## src/rtl/reg_file.sv

```systemverilog
// General-purpose register file: two combinational read ports, one synchronous
// write port, optional r0-hardwired-to-zero and same-cycle write-to-read bypass.
module reg_file #(
  parameter int DATA_WIDTH = 32,
  parameter int ADDR_WIDTH = 4,
  parameter int NUM_REGS   = 16,
  parameter bit ZERO_R0    = 1'b0,
  parameter bit BYPASS     = 1'b0
) (
  input  logic                  clk,
  input  logic                  rst_n,
  input  logic [ADDR_WIDTH-1:0] srcAddr1,
  input  logic [ADDR_WIDTH-1:0] srcAddr2,
  output logic [DATA_WIDTH-1:0] dataOut1,
  output logic [DATA_WIDTH-1:0] dataOut2,
  input  logic                  wrEn,
  input  logic [ADDR_WIDTH-1:0] wrAddr,
  input  logic [DATA_WIDTH-1:0] wrData,
  output logic [15:0]           wrCount
);

  if (NUM_REGS != (1 << ADDR_WIDTH)) begin : gBadSize
    $error("reg_file: NUM_REGS must equal 2**ADDR_WIDTH");
  end

  logic [DATA_WIDTH-1:0] regs [NUM_REGS];
  logic                  commit;

  // A write aimed at a hardwired-zero r0 is dropped entirely, including from wrCount.
  assign commit = wrEn && !(ZERO_R0 && (wrAddr == '0));

  always_ff @(posedge clk) begin
    if (!rst_n) begin
      for (int i = 0; i < NUM_REGS; i++) begin
        regs[i] <= '0;
      end
      wrCount <= '0;
    end else if (commit) begin
      regs[wrAddr] <= wrData;
      wrCount      <= wrCount + 16'd1;
    end
  end

  // Zero-r0 is applied last so it overrides a bypassed write to address 0.
  always_comb begin
    dataOut1 = regs[srcAddr1];
    if (BYPASS && wrEn && rst_n && (srcAddr1 == wrAddr)) begin
      dataOut1 = wrData;
    end
    if (ZERO_R0 && (srcAddr1 == '0)) begin
      dataOut1 = '0;
    end
  end

  always_comb begin
    dataOut2 = regs[srcAddr2];
    if (BYPASS && wrEn && rst_n && (srcAddr2 == wrAddr)) begin
      dataOut2 = wrData;
    end
    if (ZERO_R0 && (srcAddr2 == '0)) begin
      dataOut2 = '0;
    end
  end

endmodule

```

## config.mk

```make
export PLATFORM = sky130hd
export DESIGN_NAME = reg_file
export DESIGN_NICKNAME = d
export VERILOG_FILES = /design/src/rtl/reg_file.sv
export SDC_FILE = /design/constraint.sdc
export NUM_CORES = 1
export LEC_CHECK = 0
export ABC_AREA = 1
export BUFFER_PORTS_ARGS = -buffer_cell sky130_fd_sc_hd__clkbuf_2
export CORE_AREA = 5 5 249 251
export DETAILED_ROUTE_END_ITERATION = 10
export DIE_AREA = 0 0 254 256
export GPL_ROUTABILITY_DRIVEN = 0
export PLACE_DENSITY = 0.65
export SYNTH_ARGS = -nofsm -noshare
export SYNTH_HDL_FRONTEND = slang
export SYNTH_SLANG_ARGS = --single-unit
```

## constraint.sdc

```tcl
create_clock -name clk -period 6.19 [get_ports clk]
set_input_delay 1.238 -clock clk [delete_from_list [all_inputs] [get_ports clk]]
set_output_delay 1.238 -clock clk [all_outputs]
set_load 0.05 [all_outputs]
```

Word-level counts from Yosys, hierarchy flattened:

Memories as Yosys holds them, arrays and structs flattened.
Index checks and enable logic that the tools add are counted.

* add/subtract/negate cells: 1
* multiplexer cells: 7
* reduce and logical (&&, ||, !) cells: 1

Operator list (number)
* 2-to-1 mux 32 bit: 1
* OR reduction 32 bit: 1
* adder 16 x 1 -> 16 bit (second input constant): 1
* 2-to-1 mux 1 bit: 5
* 2-to-1 mux 4 bit: 1

* bits in registers: 16
* RAM bits: 512
* input bits: 47
* memories: 1

Memory list
* regs: depth 16, bits a word 32, read ports 2, clocked after memory_dff 0, write ports 16, line 26 `logic [DATA_WIDTH-1:0] regs [NUM_REGS];`

Longest topological paths before layout:

Gate-level depths: netlist (run 1).

* depth in word-level cells: 5
* depth in mapped cells: 8
* mapped depth without buffers: 8

Worst setup path after synthesis (run 1):

No wires, ideal clock.

* path type: input port to output port
* start: input srcAddr1[1]
* end: output dataOut1[13]
* arrival: 2388 ps
* data required time: 4952 ps
* path slack: 2564 ps
* stages on the path: 8
* path buffers: 3
* path through: buf_2 > clkinv_2 > buf_2 > buf_2 > o211ai_1 > nand3_1 > nand3_1 > nand2_1

* word-level cells in the longest chain between the ends: 1

Ends and longest elaborated chain
* start: declaration: line 12 `input logic [ADDR_WIDTH-1:0] srcAddr1,`
* memory (16 x 32 bit)
* end: declaration: line 14 `output logic [DATA_WIDTH-1:0] dataOut1,`

Every way passes these cells.

Final worst setup path (run 1):

* start: input srcAddr1[1]
* end: output dataOut1[23]

Same word-level chain as after synthesis.

==> flow_metrics.py, run 1 <==
metrics = {
    "route": {
        "via_count": 26200,
        "finalWirelength_um": 104000,
        "initialDrtViolationCount": 3733,
        "drt_pass1_iterations": 6,
        "remaining_drc_errors": 0,
        "avgRoutedWirePerCell_um": 23.5,
        "drt.antenna.violating_nets": 0,
        "avgViaCountPerCell": 5.92,
    },
    "setup_path": {
        "crit_fanout": 112,
        "crit_path_cell_trace": "buf_4, inv_6, buf_4, nand3_1, nand3_1, nand3_1, nand2_1, clkbuf_2",
        "path_class": "in2out",
        "cp_slowest_cell": "sky130_fd_sc_hd__inv_6",
        "critical-path-top-delay-family": "buffers and inverters",
        "worstPathBufferInverterCount": 4,
        "critPathLaunchType": "primary input",
        "timing.critical_path.slowest_cell_delay_ns": 0.85,
        "crit_path_end_kind": "primary output",
        "cpMostUsedCell": "sky130_fd_sc_hd__nand3_1",
        "crit_required_ns": 4.95,
        "cp_data_arrival_time_ns": 3.62,
    },
    "pwr": {
        "report.power.total_w": 0.00879,
        "power_density_nw_per_um2": 273,
        "vdd.ir_drop.worst_v": 0.000229,
        "pleak_nw": 13.8,
    },
    "clock_network": {
        "clk_pin_slew_worst_paths_ns": 0.05,
        "setup_repair_bufs_after_cts": 0,
        "clkLatencyLatePin_ns": 0.63,
        "cts.sinks": 528,
        "htreeDepth": 2,
        "hold_buffers": 0,
        "cts-root-to-sink-buffers": 3,
        "cts-root-buf": "sky130_fd_sc_hd__clkbuf_16",
        "cts_made_buffers": 59,
        "cts_tree": "built",
        "post_cts_resized": 0,
    },
    "min_path": {
        "min_path_type": "reg2reg",
    },
    "sta": {
        "max_clock_freq_mhz": 206,
        "worst_path_setup_slack_after_routing_ns": 1.33,
        "final_hold_viol_count": 0,
        "rsz0062_at_grt": "no",
        "tns_ns": 0,
        "skew_ns": 0.00470,
        "period_minus_slack_ns": 4.86,
        "relSlewSlack_pct": 15.1,
        "period_share_pct": 78.5,
        "timing_worst_slew_pin_value_ns": 1.27,
        "timing_max_transition_violations_final": 0,
        "finalSetupViolations": 0,
    },
    "cells_and_area": {
        "share_of_cells_above_drive_strength_1_pct": 8.96,
        "final_util_pct": 53.9,
        "fillCellCount": 5520,
        "antenna-diode-count": 0,
        "syn_to_layout_area_delta_pct": 8.91,
        "nNetsFinal": 3644,
        "instances_no_fill": 4421,
    },
    "place": {
        "numPortBuffers": 126,
        "place.detailed.instances": 4317,
        "post_place_worst_slack_ns": 1.40,
        "hpwlAfterDp_um": 54000,
    },
    "logic_synthesis": {
        "synth_largest_type_area_fraction_pct": 52.1,
        "synthDistinctLibCells": 23,
        "synth-seq-area-share_pct": 53.2,
        "synth_top_area_cell": "sky130_fd_sc_hd__edfxtp_1",
        "ys_top_cells_by_area": "sky130_fd_sc_hd__edfxtp_1 (52%), sky130_fd_sc_hd__nand2_1 (11%), sky130_fd_sc_hd__nand3_1 (10%)",
        "combined_area_of_all_synthesized_cells_sq_um": 29500,
        "postSynthRegisterBits": 528,
        "syn_nets": 3691,
        "synthCells": 3643,
        "synth-warning-count": 0,
        "syn_area_per_cell_sq_um": 8.10,
    },
    "floorplan": {
        "placeableCoreArea_sq_um": 59700,
        "die_area_sq_um": 65000,
        "die_h_um": 256,
        "floorplan.die.width_um": 254,
        "floorplan.rows": 90,
        "num_io_pins": 127,
        "start_util_pct": 49.4,
    },
    "outcome": {
        "outcome": "finished, final reports clean",
    },
    "run": {
        "max_cap_viol_count": 0,
    },
    "grt": {
        "grtUsageTotal_pct": 30.9,
        "first_global_vias": 24000,
        "total_gr_overflow": 0,
        "grt_max_degree": 180,
        "initial_antenna_violation_count": 0,
        "grt_pass1_wl_um": 153000,
    },
}
## Yosys cell counts (all sizes together)
| master | instances |
|---|---|
| a21oi | 7 |
| a41oi | 1 |
| buf | 200 |
| clkbuf | 92 |
| clkinv | 1 |
| dfxtp | 16 |
| edfxtp | 512 |
| ha | 1 |
| inv | 411 |
| nand2 | 870 |
| nand3 | 613 |
| nand4 | 2 |
| nor2 | 620 |
| nor3 | 5 |
| o211ai | 256 |
| o21a | 1 |
| o21ai | 7 |
| or2 | 28 |
## placed cells by master, fill, tap and decap left out, types with 2 or more instances in the layout
master	netlist	final
sky130_fd_sc_hd__inv_2	5	2
sky130_fd_sc_hd__buf_8	0	2
sky130_fd_sc_hd__nand3_1	613	613
sky130_fd_sc_hd__or2_2	28	28
sky130_fd_sc_hd__clkinv_1	0	17
sky130_fd_sc_hd__nor3_2	4	4
sky130_fd_sc_hd__buf_4	8	55
sky130_fd_sc_hd__edfxtp_1	512	512
sky130_fd_sc_hd__o211ai_1	256	256
sky130_fd_sc_hd__nor2_1	620	620
sky130_fd_sc_hd__buf_12	0	7
sky130_fd_sc_hd__clkbuf_1	92	17
sky130_fd_sc_hd__nand2_1	870	838
sky130_fd_sc_hd__o21ai_0	7	7
sky130_fd_sc_hd__a21oi_1	7	7
sky130_fd_sc_hd__inv_6	0	2
sky130_fd_sc_hd__clkbuf_2	0	120
sky130_fd_sc_hd__clkinv_2	1	10
sky130_fd_sc_hd__clkbuf_16	0	61
sky130_fd_sc_hd__inv_1	406	404
sky130_fd_sc_hd__inv_4	0	2
sky130_fd_sc_hd__dfxtp_1	16	16
sky130_fd_sc_hd__nand2_2	0	32
sky130_fd_sc_hd__nand4_1	2	2
## worst paths after layout
| check | startpoint | end | slack, ns | cells after the start |
|---|---|---|---|---|
| setup / recovery | srcAddr1[1] | dataOut1[23] | 1.33 | 8 |
| hold / removal | wrCount[3]$_SDFFE_PN0P_ | wrCount[3]$_SDFFE_PN0P_ | 0.50 | 1 |
| setup reg to reg | wrCount[0]$_SDFFE_PN0P_ | wrCount[12]$_SDFFE_PN0P_ | 4.72 | 6 |
| hold reg to reg | wrCount[3]$_SDFFE_PN0P_ | wrCount[3]$_SDFFE_PN0P_ | 0.50 | 1 |
## power breakdown
| group | total, W | internal, W | switching (W) |
|---|---|---|---|
| registers | 0.00419 | 0.00412 | 0.0000676 |
| clock network | 0.00326 | 0.00182 | 0.00143 |
| logic | 0.00135 | 0.000318 | 0.00103 |
## state kept, by name (all words and copies together) (netlist names)
signal / count
wrCount: 16
regs: 512
## metal layers
layer / global-route usage [%] / share of wire, %
met5: 0 / 0
met4: 10.5 / 3.7
met3: 6.10 / 12
met2: 48.1 / 45
met1: 43.7 / 39
## metrics by stage
stage               area, sq um  hold slack (ns)
finish                    32100            0.500
global route              32100            0.524
CTS                       32100            0.502
detailed placement        30400            0.480
global placement          30400            0.479
floorplan                 29500            0.697
## final cells by class
cell class / instances / area [sq um] / share of cell area (%)
Clock buffer: 78 / 1590 / 4.95
Sequential cell: 528 / 15700 / 48.8
Clock inverter: 26 / 134 / 0.417
Inverter: 412 / 1560 / 4.87
Multi-Input combinational cell: 2411 / 11000 / 34.2
Tap cell: 782 / 978 / 3.04
Timing Repair Buffer: 184 / 1180 / 3.68
## kinds of logic (layout without fill, tap and decap cells)
family	after synthesis	count (layout)	share of synthesized area (%)
adder cells (fa/ha/maj)	1	1	0.0424
AND/OR/NAND/NOR	2138	2138	30.1
AO/OA/AOI/OAI	272	272	6.81
buffers and inverters	704	700	9.83
flip-flops	528	528	53.2
Power figures use the tool's default switching activity.
==> run 2, diff against run 1 <==
==> config.mk (replaced) <==
export PLATFORM = sky130hd
export DESIGN_NAME = reg_file
export DESIGN_NICKNAME = d
export VERILOG_FILES = /design/src/rtl/reg_file.sv
export SDC_FILE = /design/constraint.sdc
export NUM_CORES = 1
export LEC_CHECK = 0
export ABC_AREA = 0
export BUFFER_PORTS_ARGS = -buffer_cell sky130_fd_sc_hd__clkbuf_2
export CORE_AREA = 5 5 240 242
export DETAILED_ROUTE_END_ITERATION = 10
export DIE_AREA = 0 0 245 247
export GPL_ROUTABILITY_DRIVEN = 0
export PLACE_DENSITY = 0.64
export SYNTH_ARGS = -nofsm -noshare
export SYNTH_HDL_FRONTEND = slang
export SYNTH_SLANG_ARGS = --single-unit
==> constraint.sdc (replaced) <==
create_clock -name clk -period 4.6 [get_ports clk]
set_input_delay 0.92 -clock clk [delete_from_list [all_inputs] [get_ports clk]]
set_output_delay 0.92 -clock clk [all_outputs]
set_load 0.05 [all_outputs]
==> run 2 against run 1 <==
Against the previous run: combinational power increased by 18%; flip-flop and latch count unchanged; sequential share of layout area rose by 1.9 points; register-to-register slack got worse by 2.0 ns; sequential power rose by 36%; final cell count is 41% lower; worst setup slack got worse by 0.46 ns; first-iteration DRC count shrank 52%; via count shrank 36%; largest power group unchanged.
==> flow_metrics.py, run 2 <==
metrics = {
    "grt": {
        "grt_pass1_wl_um": 116000,
        "initial_antenna_violation_count": 6,
        "grt_max_degree": 38,
        "first_global_vias": 17400,
        "grtUsageTotal_pct": 26.4,
        "total_gr_overflow": 0,
    },
    "pwr": {
        "pleak_nw": 10.8,
        "power_density_nw_per_um2": 374,
        "vdd.ir_drop.worst_v": 0.000285,
        "report.power.total_w": 0.0116,
    },
    "logic_synthesis": {
        "synth_largest_type_area_fraction_pct": 56.5,
        "postSynthRegisterBits": 528,
        "synthCells": 1771,
        "synth-edff-count": 512,
        "yosys-top-cells-count": "sky130_fd_sc_hd__and2_1 (523), sky130_fd_sc_hd__edfxtp_1 (512), sky130_fd_sc_hd__mux4_2 (256)",
        "synth-seq-area-share_pct": 57.7,
        "synthMostInstantiatedCell": "sky130_fd_sc_hd__and2_1",
        "synthDistinctLibCells": 31,
        "asyncSetResetFlopFracSynth_pct": 0,
        "combined_area_of_all_synthesized_cells_sq_um": 27200,
        "synth-warning-count": 0,
        "ys_top_cells_by_area": "sky130_fd_sc_hd__edfxtp_1 (57%), sky130_fd_sc_hd__mux4_2 (21%), sky130_fd_sc_hd__and2_1 (12%)",
        "syn_area_per_cell_sq_um": 15.4,
        "synth_top_area_cell": "sky130_fd_sc_hd__edfxtp_1",
        "syn_nets": 1819,
        "most_used_flip_flop_cell_after_synthesis": "sky130_fd_sc_hd__edfxtp_1",
    },
    "clock_network": {
        "cts.sinks": 528,
        "cts_made_buffers": 57,
        "hold_buffers": 0,
        "cts_tree": "built",
        "htreeDepth": 2,
        "setup_repair_bufs_after_cts": 0,
        "post_cts_resized": 0,
        "cts-root-buf": "sky130_fd_sc_hd__clkbuf_16",
        "cts-root-to-sink-buffers": 3,
        "clk_pin_slew_worst_paths_ns": 0.06,
        "clkLatencyLatePin_ns": 0.60,
    },
    "route": {
        "finalWirelength_um": 79600,
        "drt.antenna.violating_nets": 0,
        "avgViaCountPerCell": 6.43,
        "drt_pass1_iterations": 5,
        "remaining_drc_errors": 0,
        "initialDrtViolationCount": 1793,
        "via_count": 16800,
        "avgRoutedWirePerCell_um": 30.5,
    },
    "setup_path": {
        "timing.reg2reg.worst_path_depth": 5,
        "critPathLaunchType": "primary input",
        "crit_path_end_kind": "primary output",
        "cp_slowest_cell": "sky130_fd_sc_hd__mux4_2",
        "crit_path_cell_trace": "buf_8, buf_12, mux4_2, a22oi_1, nand2_1, clkbuf_2",
        "crit_required_ns": 3.68,
        "timing.critical_path.slowest_cell_delay_ns": 0.52,
        "path_class": "in2out",
        "cp_data_arrival_time_ns": 2.81,
        "critical_path.reg2reg.startpoint": "wrCount[0]$_SDFFE_PN0P_",
        "startpoint": "srcAddr2[0]",
        "crit_fanout": 28,
    },
    "sta": {
        "rsz0062_at_grt": "no",
        "relSlewSlack_pct": 18.3,
        "timing_worst_slew_pin_value_ns": 1.22,
        "finalSetupViolations": 0,
        "tns_ns": 0,
        "worst_path_setup_slack_after_routing_ns": 0.870,
        "final_hold_viol_count": 0,
        "skew_ns": 0.00293,
        "timing_max_transition_violations_final": 0,
        "period_share_pct": 81.1,
        "max_clock_freq_mhz": 268,
        "period_minus_slack_ns": 3.73,
    },
    "cells_and_area": {
        "final_design_area_no_fill_sq_um": 30900,
        "nNetsFinal": 1904,
        "flip_flop_count_of_the_largest_register_all_copies_and_words_added": 512,
        "layout_top_registers": "regs x512, wrCount x16",
        "syn_to_layout_area_delta_pct": 13.6,
        "share_of_cells_above_drive_strength_1_pct": 29.9,
        "registers.top_by_ff_count": "regs",
        "mostFrequentLayoutCell": "sky130_fd_sc_hd__and2_1",
        "layout.cells.most_common_list": "sky130_fd_sc_hd__and2_1 (521), sky130_fd_sc_hd__edfxtp_1 (512), sky130_fd_sc_hd__mux4_2 (256)",
    },
    "place": {
        "post_place_worst_slack_ns": 0.847,
        "numPortBuffers": 126,
        "hpwlAfterDp_um": 46400,
        "dpl_cell_area_sq_um": 29200,
    },
    "min_path": {
        "min_path_type": "reg2reg",
        "hp-start": "wrCount[15]$_SDFFE_PN0P_",
        "holdPathStages": 2,
    },
    "floorplan": {
        "die_h_um": 247,
        "start_util_pct": 49.6,
        "die_area_sq_um": 60500,
        "num_io_pins": 127,
        "floorplan.die.width_um": 245,
        "placeableCoreArea_sq_um": 54900,
        "floorplan.rows": 86,
    },
    "run": {
        "max_cap_viol_count": 0,
    },
    "outcome": {
        "outcome": "finished, final reports clean",
    },
}
-- run 2: kinds of logic after synthesis --
| group | after synthesis | share of synthesized area (%) |
|---|---|---|
| AO/OA/AOI/OAI | 146 | 3.89 |
| XOR/XNOR | 9 | 0.290 |
| adder cells (fa/ha/maj) | 1 | 0.0460 |
| buffers and inverters | 174 | 2.54 |
| flip-flops | 528 | 57.7 |
| multiplexers | 260 | 21.3 |
| AND/OR/NAND/NOR | 653 | 14.2 |
-- run 2: routing by layer --
metal	GRT usage (%)	up-vias	wire length, um
met4	8.10	2	2280
met5	0	-	12
met2	44.0	867	39200
met1	35.7	8756	30900
met3	5.14	143	7240
li1	-	7004	-
-- run 2: where the power goes --
group | internal (W) | total [W] | switching (W)
registers | 0.00554 | 0.00568 | 0.000132
logic | 0.000594 | 0.00159 | 0.000992
clock network | 0.00243 | 0.00431 | 0.00187
total | 0.00857 | 0.0116 | 0.00300
-- run 2: layout make-up --
cell class	count	area, sq um
Antenna cell	4	10.0
Timing Repair Buffer	197	1500
Clock buffer	74	1530
Inverter	3	11.3
Tap cell	704	881
Clock inverter	28	175
Fill cell	4310	24000
Multi-Input combinational cell	1069	11100
Sequential cell	528	15700
-- run 2: worst paths after layout --
path | endpoint | slack (ns)
worst max-delay path | dataOut2[26] | 0.87
worst min-delay path | wrCount[15]$_SDFFE_PN0P_ | 0.48
worst max register to register | wrCount[14]$_SDFFE_PN0P_ | 2.73
worst min register to register | wrCount[15]$_SDFFE_PN0P_ | 0.48
-- run 2: critical path, delay by kind of cell --
kind                   cells  cell delay, ns
AOI/OAI and AO/OA          1            0.38
and+or+nand+nor            1            0.11
muxes                      1            0.52
buffers and inverters      3            0.84
-- run 2: per-stage QoR --
stage	cells	hold slack (ns)	utilization, %
2_1_floorplan	1771	0.682	-
3_3_place_gp	2501	0.459	53.2
3_5_place_dp	2501	0.482	53.2
4_1_cts	2603	0.489	56.3
5_1_grt	2605	0.508	56.3
6_report	2607	0.481	56.3
==> run 3, diff against run 2 <==
==> config.mk (replaced) <==
export PLATFORM = sky130hd
export DESIGN_NAME = reg_file
export DESIGN_NICKNAME = d
export VERILOG_FILES = /design/src/rtl/reg_file.sv
export SDC_FILE = /design/constraint.sdc
export NUM_CORES = 1
export LEC_CHECK = 0
export ABC_AREA = 1
export BUFFER_PORTS_ARGS = -buffer_cell sky130_fd_sc_hd__clkbuf_2
export CORE_AREA = 5 5 249 251
export DETAILED_ROUTE_END_ITERATION = 10
export DIE_AREA = 0 0 254 256
export GPL_ROUTABILITY_DRIVEN = 0
export PLACE_DENSITY = 0.67
export SYNTH_ARGS = -nofsm -noshare
export SYNTH_HDL_FRONTEND = slang
export SYNTH_SLANG_ARGS = --single-unit
==> constraint.sdc (replaced) <==
create_clock -name clk -period 3.24 [get_ports clk]
set_input_delay 0.648 -clock clk [delete_from_list [all_inputs] [get_ports clk]]
set_output_delay 0.648 -clock clk [all_outputs]
set_load 0.05 [all_outputs]
==> run 3 against run 2 <==
Against the previous run: die area rose by 7.5%; clock skew is 0.0014 ns higher; core utilization rose by 0.67 points; global-route usage rose by 4.2 points; clock-buffer cell count fell by 2; non-clock buffer count grew 46; sequential share of layout area down 4.6 points; register-to-register slack worse by 0.99 ns.
==> flow_metrics.py, run 3 (synthesis results as in run 1) <==
metrics = {
    "min_path": {
        "min_path_type": "in2reg",
    },
    "setup_path": {
        "cp_slowest_cell": "sky130_fd_sc_hd__buf_4",
        "cp_data_arrival_time_ns": 2.25,
        "crit_path_cell_trace": "buf_8, buf_12, buf_4, nand2_1, nand3_1, nand3_1, nand3_1, nand2_1, buf_12",
        "critPathLaunchType": "primary input",
        "crit_path_end_kind": "primary output",
        "crit_required_ns": 2.59,
        "cpMostUsedCell": "sky130_fd_sc_hd__nand3_1",
        "timing.critical_path.slowest_cell_delay_ns": 0.30,
        "crit_fanout": 48,
        "path_class": "in2out",
    },
    "sta": {
        "timing_max_transition_violations_final": 0,
        "period_minus_slack_ns": 2.90,
        "hold_slack_ns": 0.364,
        "skew_ns": 0.00433,
        "finalSetupViolations": 0,
        "period_share_pct": 89.4,
        "max_clock_freq_mhz": 345,
        "rsz0062_at_grt": "no",
        "relSlewSlack_pct": 49.2,
        "tns_ns": 0,
        "final_hold_viol_count": 0,
        "timing_worst_slew_pin_value_ns": 0.762,
    },
    "grt": {
        "grt_pass1_wl_um": 152000,
        "grt_max_degree": 80,
        "initial_antenna_violation_count": 0,
        "first_global_vias": 24900,
        "total_gr_overflow": 0,
        "grtUsageTotal_pct": 30.6,
    },
    "clock_network": {
        "cts-root-buf": "sky130_fd_sc_hd__clkbuf_16",
        "cts-root-to-sink-buffers": 3,
        "clk_pin_slew_worst_paths_ns": 0.05,
        "hold_buffers": 0,
        "setup_repair_bufs_after_cts": 0,
        "cts_made_buffers": 57,
        "htreeDepth": 2,
        "cts.sinks": 528,
        "cts_tree": "built",
        "post_cts_resized": 0,
        "clkLatencyLatePin_ns": 0.61,
    },
    "pwr": {
        "report.power.total_w": 0.0176,
        "power_density_nw_per_um2": 516,
        "vdd.ir_drop.worst_v": 0.000452,
        "pleak_nw": 14.6,
    },
    "cells_and_area": {
        "mostFrequentLayoutCell": "sky130_fd_sc_hd__nand2_1",
        "antenna-diode-count": 0,
        "flip_flop_count_of_the_largest_register_all_copies_and_words_added": 512,
        "syn_to_layout_area_delta_pct": 15.3,
        "layout_top_registers": "regs x512, wrCount x16",
        "share_of_cells_above_drive_strength_1_pct": 10.7,
        "layout.cells.most_common_list": "sky130_fd_sc_hd__nand2_1 (838), sky130_fd_sc_hd__nor2_1 (620), sky130_fd_sc_hd__nand3_1 (613)",
        "nNetsFinal": 3701,
        "final_util_pct": 57.0,
        "registers.top_by_ff_count": "regs",
    },
    "outcome": {
        "outcome": "finished, final reports clean",
    },
    "floorplan": {
        "die_area_sq_um": 65000,
        "floorplan.rows": 90,
        "num_io_pins": 127,
        "die_h_um": 256,
        "floorplan.die.width_um": 254,
        "start_util_pct": 49.4,
        "placeableCoreArea_sq_um": 59700,
    },
    "place": {
        "hpwlAfterDp_um": 56900,
        "numPortBuffers": 126,
    },
    "route": {
        "via_count": 26500,
        "avgViaCountPerCell": 5.91,
        "remaining_drc_errors": 0,
        "initialDrtViolationCount": 3902,
        "finalWirelength_um": 102000,
        "avgRoutedWirePerCell_um": 22.9,
        "drt.antenna.violating_nets": 0,
        "drt_pass1_iterations": 6,
    },
    "run": {
        "max_cap_viol_count": 0,
    },
}
-- run 3: layer usage --
metal  global-route usage (%)  up-vias  share of wire, %  routed length (um)
met5                        0        -                 0                   0
met1                     43.0    12300                38               39200
li1                         -    12000                 -                   -
met2                     47.5     1827                45               45700
met4                     10.8        0               4.0                4150
met3                     6.27      307                13               13300
-- run 3: cell type report --
class | count | area [sq um]
Tap cell | 782 | 978
Inverter | 412 | 1560
Timing Repair Buffer | 243 | 2980
Clock inverter | 28 | 319
Clock buffer | 72 | 1490
Sequential cell | 528 | 15700
Multi-Input combinational cell | 2411 | 11000
Fill cell | 5295 | 25700
-- run 3: final timing paths --
path                                 from                  endpoint  slack (ns)  depth (start not counted)
setup / recovery              srcAddr1[0]               dataOut1[7]        0.34                          9
hold / removal                       wrEn   wrCount[1]$_SDFFE_PN0P_        0.36                          2
setup reg to reg  wrCount[0]$_SDFFE_PN0P_  wrCount[12]$_SDFFE_PN0P_        1.74                          6
hold reg to reg   wrCount[3]$_SDFFE_PN0P_   wrCount[3]$_SDFFE_PN0P_        0.50                          1
-- run 3: per-stage QoR --
| step | worst slack, ns | cells | area (sq um) |
|---|---|---|---|
| after global routing | 0.244 | 4476 | 34000 |
| after CTS | 0.386 | 4476 | 34000 |
| after floorplan | 0.794 | 3643 | 29500 |
| final | 0.343 | 4476 | 34000 |
| after global placement | 0.363 | 4376 | 32200 |
| after detailed placement | 0.387 | 4376 | 32200 |
-- run 3: worst max-delay path: cells and delay by family --
family / cells / cell delay (ns)
buf+inv: 4 / 0.98
simple gates: 5 / 0.55
-- run 3: power breakdown --
part	total, W	internal [W]	leakage, nW	switching [W]
combinational	0.00305	0.00101	8.69	0.00203
clock	0.00652	0.00379	0.872	0.00273
sequential	0.00800	0.00786	5.01	0.000135
